==> config.mk <==
export PLATFORM = sky130hd
export DESIGN_NAME = draw_controller_flat
export DESIGN_NICKNAME = d
export VERILOG_FILES = /design/src/rtl/draw_controller_pkg.sv /design/src/rtl/draw_controller_if.sv /design/src/rtl/draw_controller_region_scan.sv /design/src/rtl/draw_controller.sv /design/src/flat_wrapper.sv
export SDC_FILE = /design/constraint.sdc
export NUM_CORES = 1
export LEC_CHECK = 0
export ABC_CLOCK_PERIOD_IN_PS = 6200
export CAP_MARGIN = 20
export CORE_MARGIN = 2
export CORE_UTILIZATION = 43
export DETAILED_ROUTE_END_ITERATION = 8
export PLACE_DENSITY = 0.84
export SETUP_SLACK_MARGIN = 0.3
export SLEW_MARGIN = 20
export SYNTH_ARGS = -nofsm -noshare
export SYNTH_HDL_FRONTEND = slang
export SYNTH_SLANG_ARGS = --single-unit
==> constraint.sdc <==
create_clock -name clock -period 6.2 [get_ports clock]
set_input_delay 0.62 -clock clock [delete_from_list [all_inputs] [get_ports clock]]
set_output_delay 0.62 -clock clock [all_outputs]
set_load 0.01 [all_outputs]
==> src/rtl/draw_controller_pkg.sv <==
// ============================================================================
//  Module   : draw_pkg
//  Purpose  : Shared state encoding, frame geometry defaults and colour codes
//             for the draw controller and its datapath.
//  Revision : 1.0 - initial release
// ============================================================================
`default_nettype none

package draw_pkg;

  // State register encoding, kept as plain 4-bit constants so legacy
  // datapath/debug logic can decode the raw value.
  typedef logic [3:0] state_t;

  localparam state_t S_IDLE       = 4'd0;
  localparam state_t S_BLACK      = 4'd1;
  localparam state_t S_D_BLACK    = 4'd2;
  localparam state_t S_LEFT       = 4'd3;
  localparam state_t S_D_LEFT     = 4'd4;
  localparam state_t S_RIGHT      = 4'd5;
  localparam state_t S_D_RIGHT    = 4'd6;
  localparam state_t S_CAR        = 4'd7;
  localparam state_t S_D_CAR      = 4'd8;
  localparam state_t S_WAIT_FRAME = 4'd9;
  localparam state_t S_ERASE      = 4'd10;
  localparam state_t S_D_ERASE    = 4'd11;
  localparam state_t S_UPDATE     = 4'd12;

  // Frame geometry defaults
  localparam int c_SCREEN_W = 160;
  localparam int c_SCREEN_H = 120;
  localparam int c_GRASS_W  = 20;

  // Colour codes shared with the datapath
  localparam logic [2:0] c_BLACK = 3'b000;
  localparam logic [2:0] c_GREEN = 3'b010;
  localparam logic [2:0] c_RED   = 3'b100;

  // Last counter value of a dimension, truncated to the 8-bit counter width
  // (a dimension of 256 maps to 255).
  function automatic logic [7:0] dim_m1(input int unsigned dim);
    return 8'(dim - 1);
  endfunction

endpackage

`default_nettype wire

==> src/rtl/draw_controller_if.sv <==
// ============================================================================
//  Module   : draw_if
//  Purpose  : Controller <-> datapath bus: mode selects and counter strobes
//             one way, column/row counters back.
//  Revision : 1.0 - initial release
// ============================================================================
`default_nettype none

interface draw_if;

  logic [7:0] counterx;
  logic [7:0] countery;
  logic       draw_bg_black;
  logic       draw_bg_green_left;
  logic       draw_bg_green_right;
  logic       draw_car;
  logic       erase;
  logic       update;
  logic       plot;
  logic       inc;
  logic       done;

  modport master (
    input  counterx, countery,
    output draw_bg_black, draw_bg_green_left, draw_bg_green_right,
           draw_car, erase, update, plot, inc, done
  );

  modport slave (
    output counterx, countery,
    input  draw_bg_black, draw_bg_green_left, draw_bg_green_right,
           draw_car, erase, update, plot, inc, done
  );

endinterface

`default_nettype wire

==> src/rtl/draw_controller_region_scan.sv <==
// ============================================================================
//  Module   : region_scan
//  Purpose  : Row-wrap and last-pixel detection for a W x H region scanned by
//             the datapath counters.
//  Revision : 1.0 - initial release
// ============================================================================
`default_nettype none

module region_scan (
  input  logic       en,
  input  logic [7:0] w_m1,
  input  logic [7:0] h_m1,
  input  logic [7:0] counterx,
  input  logic [7:0] countery,
  output logic       inc,
  output logic       last
);

  // Row wraps on the last column; the region ends on the last column of the
  // last row.
  assign inc  = en & (counterx == w_m1);
  assign last = inc & (countery == h_m1);

endmodule

`default_nettype wire

==> src/rtl/draw_controller.sv <==
// ============================================================================
//  Module   : draw_controller
//  Purpose  : Moore FSM sequencing background, grass strips, car draw, erase
//             and position update for the 160x120 frame.
//  Options  : DRAW_CTRL_PAUSE_EN - adds a 'pause' input that holds the FSM in
//             S_WAIT_FRAME while high.
//  Revision : 1.0 - initial release
// ============================================================================
`default_nettype none

module draw_controller
  import draw_pkg::*;
#(
  parameter int SCREEN_W = c_SCREEN_W,
  parameter int SCREEN_H = c_SCREEN_H,
  parameter int GRASS_W  = c_GRASS_W,
  parameter int CAR_W    = 8,
  parameter int CAR_H    = 12
) (
  input  logic   clock,
  input  logic   resetn,
  input  logic   start,
  input  logic   frame_tick,
`ifdef DRAW_CTRL_PAUSE_EN
  input  logic   pause,
`endif
  output logic   busy,
  draw_if.master dp
);

  localparam logic [7:0] c_SCREEN_W_M1 = dim_m1(SCREEN_W);
  localparam logic [7:0] c_SCREEN_H_M1 = dim_m1(SCREEN_H);
  localparam logic [7:0] c_GRASS_W_M1  = dim_m1(GRASS_W);
  localparam logic [7:0] c_CAR_W_M1    = dim_m1(CAR_W);
  localparam logic [7:0] c_CAR_H_M1    = dim_m1(CAR_H);

  state_t     r_state;
  state_t     w_next;
  logic       r_tick_pending;
  logic       w_pause;
  logic       w_is_draw;
  logic       w_leave_wait;
  logic       w_last;
  logic [7:0] w_w_m1;
  logic [7:0] w_h_m1;

`ifdef DRAW_CTRL_PAUSE_EN
  assign w_pause = pause;
`else
  assign w_pause = 1'b0;
`endif

  assign w_is_draw = (r_state == S_BLACK) | (r_state == S_LEFT) |
                     (r_state == S_RIGHT) | (r_state == S_CAR)  |
                     (r_state == S_ERASE);

  assign w_leave_wait = (r_state == S_WAIT_FRAME) &
                        (frame_tick | r_tick_pending) & ~w_pause;

  // Region dimensions selected by the current draw state
  always_comb begin
    w_w_m1 = 8'd0;
    w_h_m1 = 8'd0;
    case (r_state)
      S_BLACK: begin
        w_w_m1 = c_SCREEN_W_M1;
        w_h_m1 = c_SCREEN_H_M1;
      end
      S_LEFT, S_RIGHT: begin
        w_w_m1 = c_GRASS_W_M1;
        w_h_m1 = c_SCREEN_H_M1;
      end
      S_CAR, S_ERASE: begin
        w_w_m1 = c_CAR_W_M1;
        w_h_m1 = c_CAR_H_M1;
      end
      default: begin
        w_w_m1 = 8'd0;
        w_h_m1 = 8'd0;
      end
    endcase
  end

  region_scan u_scan (
    .en       (w_is_draw),
    .w_m1     (w_w_m1),
    .h_m1     (w_h_m1),
    .counterx (dp.counterx),
    .countery (dp.countery),
    .inc      (dp.inc),
    .last     (w_last)
  );

  // Next-state sequencing; the background is drawn once, after that only
  // erase/update/car rounds follow each frame tick.
  always_comb begin
    w_next = r_state;
    case (r_state)
      S_IDLE:       if (start) w_next = S_BLACK;
      S_BLACK:      if (w_last) w_next = S_D_BLACK;
      S_D_BLACK:    w_next = S_LEFT;
      S_LEFT:       if (w_last) w_next = S_D_LEFT;
      S_D_LEFT:     w_next = S_RIGHT;
      S_RIGHT:      if (w_last) w_next = S_D_RIGHT;
      S_D_RIGHT:    w_next = S_CAR;
      S_CAR:        if (w_last) w_next = S_D_CAR;
      S_D_CAR:      w_next = S_WAIT_FRAME;
      S_WAIT_FRAME: if (w_leave_wait) w_next = S_ERASE;
      S_ERASE:      if (w_last) w_next = S_D_ERASE;
      S_D_ERASE:    w_next = S_UPDATE;
      S_UPDATE:     w_next = S_CAR;
      default:      w_next = S_IDLE;
    endcase
  end

  // State register
  always_ff @(posedge clock or negedge resetn) begin
    if (!resetn) r_state <= S_IDLE;
    else         r_state <= w_next;
  end

  // Remember a tick that arrives while it cannot be served; ticks collapse
  // into one, and the flag is consumed when the wait state is left.
  always_ff @(posedge clock or negedge resetn) begin
    if (!resetn)           r_tick_pending <= 1'b0;
    else if (w_leave_wait) r_tick_pending <= 1'b0;
    else if (frame_tick)   r_tick_pending <= 1'b1;
  end

  assign dp.draw_bg_black       = (r_state == S_BLACK);
  assign dp.draw_bg_green_left  = (r_state == S_LEFT);
  assign dp.draw_bg_green_right = (r_state == S_RIGHT);
  assign dp.draw_car            = (r_state == S_CAR);
  assign dp.erase               = (r_state == S_ERASE);
  assign dp.update              = (r_state == S_UPDATE);
  assign dp.plot                = w_is_draw;
  assign dp.done                = (r_state == S_D_BLACK) | (r_state == S_D_LEFT) |
                                  (r_state == S_D_RIGHT) | (r_state == S_D_CAR)  |
                                  (r_state == S_D_ERASE);
  assign busy                   = (r_state != S_IDLE) & (r_state != S_WAIT_FRAME);

endmodule

`default_nettype wire
==> src/flat_wrapper.sv <==
// flat-port wrapper written by rule: the top's interface ports become plain ports
module draw_controller_flat import draw_pkg::*;
#(
  parameter int SCREEN_W = c_SCREEN_W,
  parameter int SCREEN_H = c_SCREEN_H,
  parameter int GRASS_W  = c_GRASS_W,
  parameter int CAR_W    = 8,
  parameter int CAR_H    = 12
)
  (clock, resetn, start, frame_tick, busy, dp_counterx, dp_countery, dp_draw_bg_black, dp_draw_bg_green_left, dp_draw_bg_green_right, dp_draw_car, dp_erase, dp_update, dp_plot, dp_inc, dp_done);
  draw_if dp_i ();
  input  logic clock;
  input  logic resetn;
  input  logic start;
  input  logic frame_tick;
  output logic busy;
  input wire logic [$bits(dp_i.counterx)-1:0] dp_counterx;
  input wire logic [$bits(dp_i.countery)-1:0] dp_countery;
  output wire logic [$bits(dp_i.draw_bg_black)-1:0] dp_draw_bg_black;
  output wire logic [$bits(dp_i.draw_bg_green_left)-1:0] dp_draw_bg_green_left;
  output wire logic [$bits(dp_i.draw_bg_green_right)-1:0] dp_draw_bg_green_right;
  output wire logic [$bits(dp_i.draw_car)-1:0] dp_draw_car;
  output wire logic [$bits(dp_i.erase)-1:0] dp_erase;
  output wire logic [$bits(dp_i.update)-1:0] dp_update;
  output wire logic [$bits(dp_i.plot)-1:0] dp_plot;
  output wire logic [$bits(dp_i.inc)-1:0] dp_inc;
  output wire logic [$bits(dp_i.done)-1:0] dp_done;
  assign dp_i.counterx = dp_counterx;
  assign dp_i.countery = dp_countery;
  assign dp_draw_bg_black = dp_i.draw_bg_black;
  assign dp_draw_bg_green_left = dp_i.draw_bg_green_left;
  assign dp_draw_bg_green_right = dp_i.draw_bg_green_right;
  assign dp_draw_car = dp_i.draw_car;
  assign dp_erase = dp_i.erase;
  assign dp_update = dp_i.update;
  assign dp_plot = dp_i.plot;
  assign dp_inc = dp_i.inc;
  assign dp_done = dp_i.done;
  draw_controller #(.SCREEN_W(SCREEN_W), .SCREEN_H(SCREEN_H), .GRASS_W(GRASS_W), .CAR_W(CAR_W), .CAR_H(CAR_H)) u_core (.clock(clock), .resetn(resetn), .start(start), .frame_tick(frame_tick), .busy(busy), .dp(dp_i));
endmodule
# Word-level counts from Yosys, hierarchy flattened

Cells that the tools add are included.

Logic and storage cells: 57
Output and inout port bits: 10
Input port bits: 20
Bits in registers: 5

Multiplexer cells: 12
Bitwise gates (word level): 13
Equal/unequal tests: 22
Reduce and logical (&&, ||, !) cells: 8

Operators with widths:

| cell               | number |
|---|---|
| $pmux 4 s12        | 1 |
| $mux 4             | 7 |
| $pmux 8 s3         | 1 |
| $eq 4x4->1 const B | 5 |
| $eq 4x3->1 const B | 4 |
| $eq 8x8->1         | 2 |
| $pmux 7 s2         | 1 |
| $ne 2x1->1 const B | 6 |
| $or 1x1->1         | 9 |
| $eq 4x2->1 const B | 2 |
| $reduce_and 7->1   | 1 |
| $reduce_or 2->1    | 3 |
| $and 1x1->1        | 4 |
| $eq 4x1->1 const B | 1 |
| $logic_not 4->1    | 1 |
| $ne 4x4->1 const B | 1 |
| $reduce_bool 4->1  | 1 |
| $reduce_or 3->1    | 1 |
| $mux 1             | 2 |
| $ne 2x2->1 const B | 1 |
| $reduce_bool 2->1  | 1 |

# Longest topological paths before layout

Gate-level depths: netlist of the first run.

Word-level depth: 9
Mapped depth: 8
Gate-level depth less buffers: 7

# Hierarchy

Synthesis of the first run repeated with hierarchy kept, for this count alone.

Cells, all modules: 85
Area total of the unflattened synthesis: 664.4 um^2

Modules (own cells, without submodules):

| module          | cells each | instances | area an instance (um^2) | sequential area each (um^2) |
|---|---|---|---|---|
| draw_controller | 62         | 1         | 480.5                   | 125.1 |
| region_scan     | 23         | 1         | 183.9                   | 0.0 |

# Least setup slack after synthesis of the first run

Ideal clock, no wire load.

Path type: register -> output
From: register u_core.r_state[1]
To: output dp_inc
Buffers on the path: 1
Setup slack: 3,985 ps
Stages on the path, launching flop included: 6
Arrival time: 1,595 ps
Data required time: 5,580 ps
Cells stage by stage: dfrtp_1 > buf_2 > nor4b_4 > and3_1 > o221ai_1 > nor3b_1

Longest elaborated chain between the ends: 6
Elaborated cells on any way between the ends: 14
Classes of those cells: eq/ne: 6; mux: 1; bitwise: 5; reduce/logical: 2

RTL lines:

| item                    | line                              | RTL |
|---|---|---|
| from (decl)             | draw_controller.sv:37             | `state_t r_state;` |
| from (signal assigned)  | draw_controller.sv:119            | `else r_state <= w_next;` |
| $eq 4x1->1 (*)          | n/a                               |  |
| net dp_draw_bg_black    | flat_wrapper.sv:19                | `output wire logic [$bits(dp_i.draw_bg_black)-1:0] dp_draw_bg_black;` |
| $or 1x1->1 (2 in a row) | draw_controller.sv:53             | `assign w_is_draw = (r_state == S_BLACK) \| (r_state == S_LEFT) \|` |
| $or 1x1->1 (2 in a row) | draw_controller.sv:54             | `(r_state == S_RIGHT) \| (r_state == S_CAR) \|` |
| $and 1x1->1 (*)         | draw_controller_region_scan.sv:21 | `assign inc = en & (counterx == w_m1);` |
| to (decl)               | flat_wrapper.sv:26                | `output wire logic [$bits(dp_i.inc)-1:0] dp_inc;` |

Mark *: on every way through the listed nets, which the timed path passes. The rest lies on a longest branch.

# Final worst setup path of the first run

From: register u_core.r_state[0]
To: output dp_inc

Longest elaborated chain between the ends: 6
Elaborated cells on any way between the ends: 14
Classes of those cells: eq/ne: 6; mux: 1; bitwise: 5; reduce/logical: 2

RTL lines:

| item                                                               | line |
|---|---|
| parallel branches: the longest is 5 deep, another holds $pmux 8 s3 | n/a |
| $and 1x1->1 (*)                                                    | draw_controller_region_scan.sv:21 |

Mark *: on every way between the ends.

==> results of run 1 <==
## report_power, final
part	total (µW)	internal (µW)	leakage (µW)	switching (µW)
clock network	38.1	24.4	0.0000150	13.7
logic	17.2	12.2	0.000254	4.95
registers	32.9	32.8	0.0000594	0.143
## worst max-delay path: cells and delay by family, from the launching register on
kind | cells | cell delay [ps]
buffers and inverters | 1 | 570
DFF | 1 | 670
AOI/OAI and AO/OA | 1 | 220
and+or+nand+nor | 3 | 800
## stage by stage
step,std cells,power [µW],hold WS (ps),setup WS (ps)
detailed placement,119,50.5,554,3310
global placement,119,50.2,539,3340
floorplan,82,36.7,324,3990
CTS,123,89.4,564,3050
finish,123,88.2,557,3070
global route,123,92.9,595,2890
## cell type report
class / count / area share [%]
multi-input cells: 66 / 48.6
inverters: 4 / 1.62
clock buffers: 4 / 2.84
flip-flops and latches: 5 / 13.5
well taps: 15 / 2.03
repair buffers: 29 / 31.4
## kinds of logic (layout without fill, tap and decap cells)
kind of cell    count (synthesis)  after routing  synth area share, %
flops                           5              5                 19.9
simple gates                   45             45                 46.5
compound gates                 17             17                 18.9
mux                             2              2                 3.38
buf+inv                        11             37                 8.55
xor+xnor                        2              2                 2.78
## layout by cell type (no fill, tap or decap), drive strengths merged, types with 2 or more instances in the layout
master         count
inv                4
nand2             12
nand3              2
o221ai             2
nor3b              3
and3               2
a21oi              4
nand2b             2
nor3               5
clkbuf             4
o32ai              2
dfrtp              5
o21ai              2
nor2               8
o311ai             2
nor4               3
nor2b              3
clkdlybuf4s50     29
## worst min path at each step
stage,from,to,slack (ps),cells after the start
global placement,u_core.r_tick_pending$_DFFE_PN0P_,u_core.r_tick_pending$_DFFE_PN0P_,540,2
floorplan,resetn,u_core.r_state[0]$_DFFE_PN0P_,320,0
CTS,u_core.r_tick_pending$_DFFE_PN0P_,u_core.r_tick_pending$_DFFE_PN0P_,560,2
detailed placement,u_core.r_tick_pending$_DFFE_PN0P_,u_core.r_tick_pending$_DFFE_PN0P_,550,2
global route,u_core.r_tick_pending$_DFFE_PN0P_,u_core.r_tick_pending$_DFFE_PN0P_,600,2
finish,u_core.r_tick_pending$_DFFE_PN0P_,u_core.r_tick_pending$_DFFE_PN0P_,560,2
## synthesized netlist by cell type, types with 3 or more instances
cell type and n:
a21oi_1 4, buf_2 4, dfrtp_1 5, nand2_1 12, nor2_1 8, nor2b_1 3
nor3_1 4, nor3b_1 3
## state kept, by name, indices dropped and copies added (netlist names)
name and count:
u_core.r_tick_pending 1, u_core.r_state 4
## metal layers
layer / up-vias / routed length (µm) / global-route usage [%] / part of all wire (%)
li1: 354 / - / - / -
met1: 315 / 801 / 26.7 / 48
met2: 15 / 808 / 33.5 / 49
met3: 0 / 51 / 5.17 / 3.1
met4: 0 / 0 / 3.75 / 0
met5: - / 0 / 0 / 0
==> summary.md, run 1 <==
| Metric | Value |
|---|---|
| Share of layout cells above drive strength 1 | `10.2%` |
| Num CTS Buffers | `3` |
| Clock slew at reported path FFs | `40 ps` |
| Sink Count | `5` |
| Starting Density | `47.2%` |
| Static Leak | `0.000328 µW` |
| RSZ-0062 raised after global routing | `no` |
| Avg Cell Area, Syn | `7.68 µm²` |
| Cts hold-fix bufs | `0` |
| Worst hold path type | `register to register` |
| First-pass GRT wire length | `2860 µm` |
| GPL Wtd Cong | `0.784` |
| Measured slew at the worst slew-check pin | `675 ps` |
| Period utilisation layout | `50.5%` |
| Die Height | `42.3 µm` |
| Fin. Hold Viols | `0` |
| Post-Syn Instances | `82` |
| Max-Slew Margin vs Limit | `55.0%` |
| Slowest cell on crit path | `dfrtp_1` |
| Slowest Stage Delay on Critical Path | `670 ps` |
| # nets final | `129` |
| Reg2reg setup slack | `3700 ps` |
| DRC violations left | `0` |
| Placed inst area | `900 µm²` |
| Area grow syn2layout | `47.1%` |
| Slew Limit Fails | `0` |
| Total number of vias | `684` |
| Root Buffer | `clkbuf_4` |
| Postcts setup bufs | `0` |
| Number of distinct library cells after synthesis | `38` |
| Worst EP required | `5580 ps` |
| Sequential fraction of the synthesis area | `19.9%` |
| ANT nets after route | `0` |
| Startpoint types | `register` |
| Synth area leader | `dfrtp_1` |
| Final Setup Violations | `0` |
| Clk buf depth | `2` |
| Iteration-0 DRC Markers | `3` |
| Ys async rst share | `100%` |
| Top-area cell type share of the netlist area | `19.9%` |
| IO Count | `30` |
| Fin crit period | `3130 ps` |
| GRT Util Overall | `20.3%` |
| DP HPWL | `1280 µm` |
| Via density | `5.56` |
| Reg-to-reg startpoint | `u_core.r_state[0]$_DFFE_PN0P_` |
| Yosys warns | `0` |
| Storage cell area | `125 µm²` |
| Vias in the first global route | `659` |
| Fmax | `319 MHz` |
| Max Cap Viol | `0` |
| Area of the multi-input gates | `450 µm²` |
| Post-synth EDFFs | `0` |
| Fill cells | `120` |
| Critical Path Sink | `dp_inc` |
| Skew-Pair Late Insertion Delay | `240 ps` |
| Syn nets | `102` |
| CP Launch Point | `u_core.r_state[0]$_DFFE_PN0P_` |
| Congestion Overflow GR | `0` |
| CTS tree | `done` |
| Peak supply drop | `125 µV` |
| Crit path cell chain | `nor4b_4 > and3_1 > o221ai_1 > nor3b_1 > clkdlybuf4s50_1` |
| Dominant synthesized flop cell | `dfrtp_1` |
| Outcome | `finished, final reports clean` |
| Die width | `42.3 µm` |
| DR WL/cell | `13.5 µm` |
| Post-CTS sizing | `0` |
| Cell area after synthesis | `629 µm²` |
| Core region area | `1330 µm²` |
| TritonRoute pass-1 iters | `4` |
| Antenna diode count | `0` |
| Seq cells post-synth | `5` |
| Largest net degree at the start of global routing | `22` |
| Final Skew | `2.01 ps` |
| Fin util | `69.4%` |
| Critical path peak fanout | `18` |
| Top area cells in the synthesized netlist | `dfrtp_1 20%, nand2_1 7.2%, nor2_1 4.8%` |
| Critical Path AT | `2510 ps` |
| # rows | `13` |
| Finished Cell Area | `926 µm²` |
| Htree depth | `1` |
| Initial antenna violation count | `0` |
| Setup CP Type | `register to output pin` |
| R2R depth | `6` |
| Power Density | `95.3 nW/µm²` |
| RR Endpoint | `u_core.r_state[1]$_DFFE_PN0P_` |
| Die ar. | `1790 µm²` |
| WL final | `1660 µm` |
| Crit end category | `output pin` |
| Port-buffer cells | `29` |
| Setup tns final | `0 ps` |
Note: power is estimated with default switching activity, not from simulation.
==> run 2: changes to the inputs <==
--- a/config.mk
+++ b/config.mk
@@ -5,12 +5,12 @@
 export SDC_FILE = /design/constraint.sdc
 export NUM_CORES = 1
 export LEC_CHECK = 0
-export ABC_CLOCK_PERIOD_IN_PS = 6200
+export ABC_CLOCK_PERIOD_IN_PS = 2790
 export CAP_MARGIN = 20
 export CORE_MARGIN = 2
-export CORE_UTILIZATION = 43
+export CORE_UTILIZATION = 36
 export DETAILED_ROUTE_END_ITERATION = 8
-export PLACE_DENSITY = 0.84
+export PLACE_DENSITY = 0.75
 export SETUP_SLACK_MARGIN = 0.3
 export SLEW_MARGIN = 20
 export SYNTH_ARGS = -nofsm -noshare
==> constraint.sdc (replaced) <==
create_clock -name clock -period 2.79 [get_ports clock]
set_input_delay 0.279 -clock clock [delete_from_list [all_inputs] [get_ports clock]]
set_output_delay 0.279 -clock clock [all_outputs]
set_load 0.01 [all_outputs]
==> summary.md, run 2 (same netlist as run 1, synthesis figures left out) <==
| Metric | Value |
|---|---|
| Outcome | `finished, final reports clean` |
| Max-Slew Margin vs Limit | `73.5% (+19 points)` |
| Delay-heaviest family, CP | `buffers and inverters` |
| Worst EP required | `2510 ps (-3070 ps)` |
| Root Buffer | `clkbuf_4` |
| DRC violations left | `0 (unchanged)` |
| Commonest non-fill, non-tap cell in the layout | `clkdlybuf4s50_1` |
| Initial antenna violation count | `0 (unchanged)` |
| WL final | `1690 µm (+1.7%)` |
| DP HPWL | `1370 µm (+6.6%)` |
| Overall Power | `196 µW (+120%)` |
| Worst path bufs/invs | `3 (+2)` |
| Total number of vias | `710 (+3.8%)` |
| Max FFs per register | `4 (unchanged)` |
| Num CTS Buffers | `3 (unchanged)` |
| Share of layout cells above drive strength 1 | `14.2% (+4.0 points)` |
| # rows | `15 (+2)` |
| Startpoint types | `register` |
| Fin crit period | `2270 ps` |
| Die Height | `45.8 µm (+8.4%)` |
| Slowest cell on crit path | `dfrtp_1` |
| Die width | `45.8 µm (+8.4%)` |
| Fmax | `441 MHz` |
| Peak supply drop | `113 µV (-8.9%)` |
| Clock slew at reported path FFs | `50 ps (about the same)` |
| GPL Wtd Cong | `0.747 (-4.7%)` |
| Layout Cells excl Fill | `130 (+5.7%)` |
| ANT nets after route | `0 (unchanged)` |
| Commonest cells after routing, fill and taps aside | `28 x clkdlybuf4s50_1, 12 x nand2_1, 8 x nor2_1` |
| Largest regs | `u_core.r_state: 4 flops, u_core.r_tick_pending: 1 flops` |
| Vias in the first global route | `614 (-6.8%)` |
| Critical Path AT | `1990 ps (-520 ps)` |
| Period utilisation layout | `81.3%` |
| Final Skew | `7.66 ps (+5.65 ps)` |
| CTS tree | `done` |
| Max Cap Viol | `0 (unchanged)` |
| Skew-Pair Late Insertion Delay | `240 ps (about the same)` |
| Final Setup Violations | `0 (unchanged)` |
| Die ar. | `2100 µm² (+18%)` |
| DR WL/cell | `13.0 µm (-3.7%)` |
| Slew Limit Fails | `0 (unchanged)` |
| Clk buf depth | `2 (unchanged)` |
| GRT Util Overall | `16.7% (-3.7 points)` |
| Slowest Stage Delay on Critical Path | `400 ps (-270 ps)` |
| Iteration-0 DRC Markers | `14 (+11)` |
| IO Count | `30 (unchanged)` |
| RR Endpoint | `u_core.r_state[1]$_DFFE_PN0P_` |
| Fin util | `57.1% (-12 points)` |
| TritonRoute pass-1 iters | `4 (unchanged)` |
| Reg2reg setup slack | `610 ps (-3090 ps)` |
| Port-buffer cells | `29 (unchanged)` |
| Setup CP Type | `register to output pin` |
| First-pass GRT wire length | `2610 µm (-8.9%)` |
| Dpl cells | `125 (+5.0%)` |
| Measured slew at the worst slew-check pin | `397 ps (-278 ps)` |
| Reg-to-reg startpoint | `u_core.r_state[2]$_DFFE_PN0P_` |
| Top reg by flops | `u_core.r_state` |
| Fin. Hold Viols | `0 (unchanged)` |
| Setup tns final | `0 ps (unchanged)` |
| R2R depth | `8 (+2)` |
| Crit end category | `output pin` |
| Via density | `5.46 (-1.8%)` |
| Largest net degree at the start of global routing | `18 (-18%)` |
| Worst hold path type | `input pin to asynchronous set/reset pin` |
| Sink Count | `5 (unchanged)` |
| RSZ-0062 raised after global routing | `no` |
| Congestion Overflow GR | `0 (unchanged)` |
| Htree depth | `1 (unchanged)` |
| Antenna diode count | `0 (unchanged)` |
| # nets final | `134 (+3.9%)` |
| Static Leak | `0.000358 µW (+9.0%)` |
| Starting Density | `37.3% (-9.9 points)` |
| Power Density | `203 nW/µm² (+110%)` |
| Core region area | `1690 µm² (+27%)` |
| Critical path peak fanout | `12 (-6)` |
| Area grow syn2layout | `53.3%` |
| Crit path cell chain | `buf_4 > nand4bb_2 > inv_2 > nor3_2 > xnor2_1 > nor3b_1 > dlygate4sd2_1` |
run 2: cell types whose count changed in the layout (fill, tap and decap cells not counted), sizes merged:
cell           delta
buf               +5
clkdlybuf4s50     -1
dlygate4sd2       +1
run 2: how the worst max path moves through the flow:
stage | start | to | slack (ps) | depth (start not counted)
global route | u_core.r_state[2]$_DFFE_PN0P_ | dp_inc | 410 | 7
CTS | u_core.r_state[2]$_DFFE_PN0P_ | dp_inc | 510 | 7
global placement | dp_countery[2] | u_core.r_state[1]$_DFFE_PN0P_ | 450 | 7
detailed placement | u_core.r_state[3]$_DFFE_PN0P_ | dp_inc | 430 | 5
floorplan | u_core.r_state[1]$_DFFE_PN0P_ | u_core.r_state[1]$_DFFE_PN0P_ | 700 | 7
finish | u_core.r_state[2]$_DFFE_PN0P_ | dp_inc | 520 | 7
run 2: cell type report:
class	count	area [µm²]
Sequential cell	5	125
Tap cell	17	21.3
Timing Repair Buffer	34	327
Multi-Input combinational cell	66	450
Inverter	4	15.0
Clock buffer	4	26.3
Fill cell	154	724
run 2: timing repair:
action                                  in CTS  in global routing
gates resized for setup                      1                  0
hold buffers                                 0                  0
buffers inserted                             1                  0
endpoints found under the setup margin       1                  0
run 2: per-stage QoR:
stage | instance area [µm²] | setup slack [ps] | hold WS [ps]
final | 965 | 523 | 256
after global placement | 932 | 448 | 516
after global routing | 965 | 405 | 280
after detailed placement | 932 | 431 | 517
after CTS | 965 | 507 | 263
after floorplan | 629 | 700 | -16.6
run 2: metal layers:
metal / wire length [µm] / vias up / track usage [%]
li1: - / 368 / -
met1: 808 / 333 / 23.2
met2: 859 / 9 / 26.8
met3: 23 / 0 / 1.59
met4: 0 / 0 / 5.71
met5: 0 / - / 0
run 2: report_power, final:
part / total, µW / leakage (µW) / internal (µW) / switching [µW]
combinational: 38.7 / 0.000283 / 27.4 / 11.3
clock: 84.2 / 0.0000150 / 54.1 / 30.1
sequential: 73.0 / 0.0000594 / 72.8 / 0.132
total: 196 / 0.000358 / 154 / 41.5
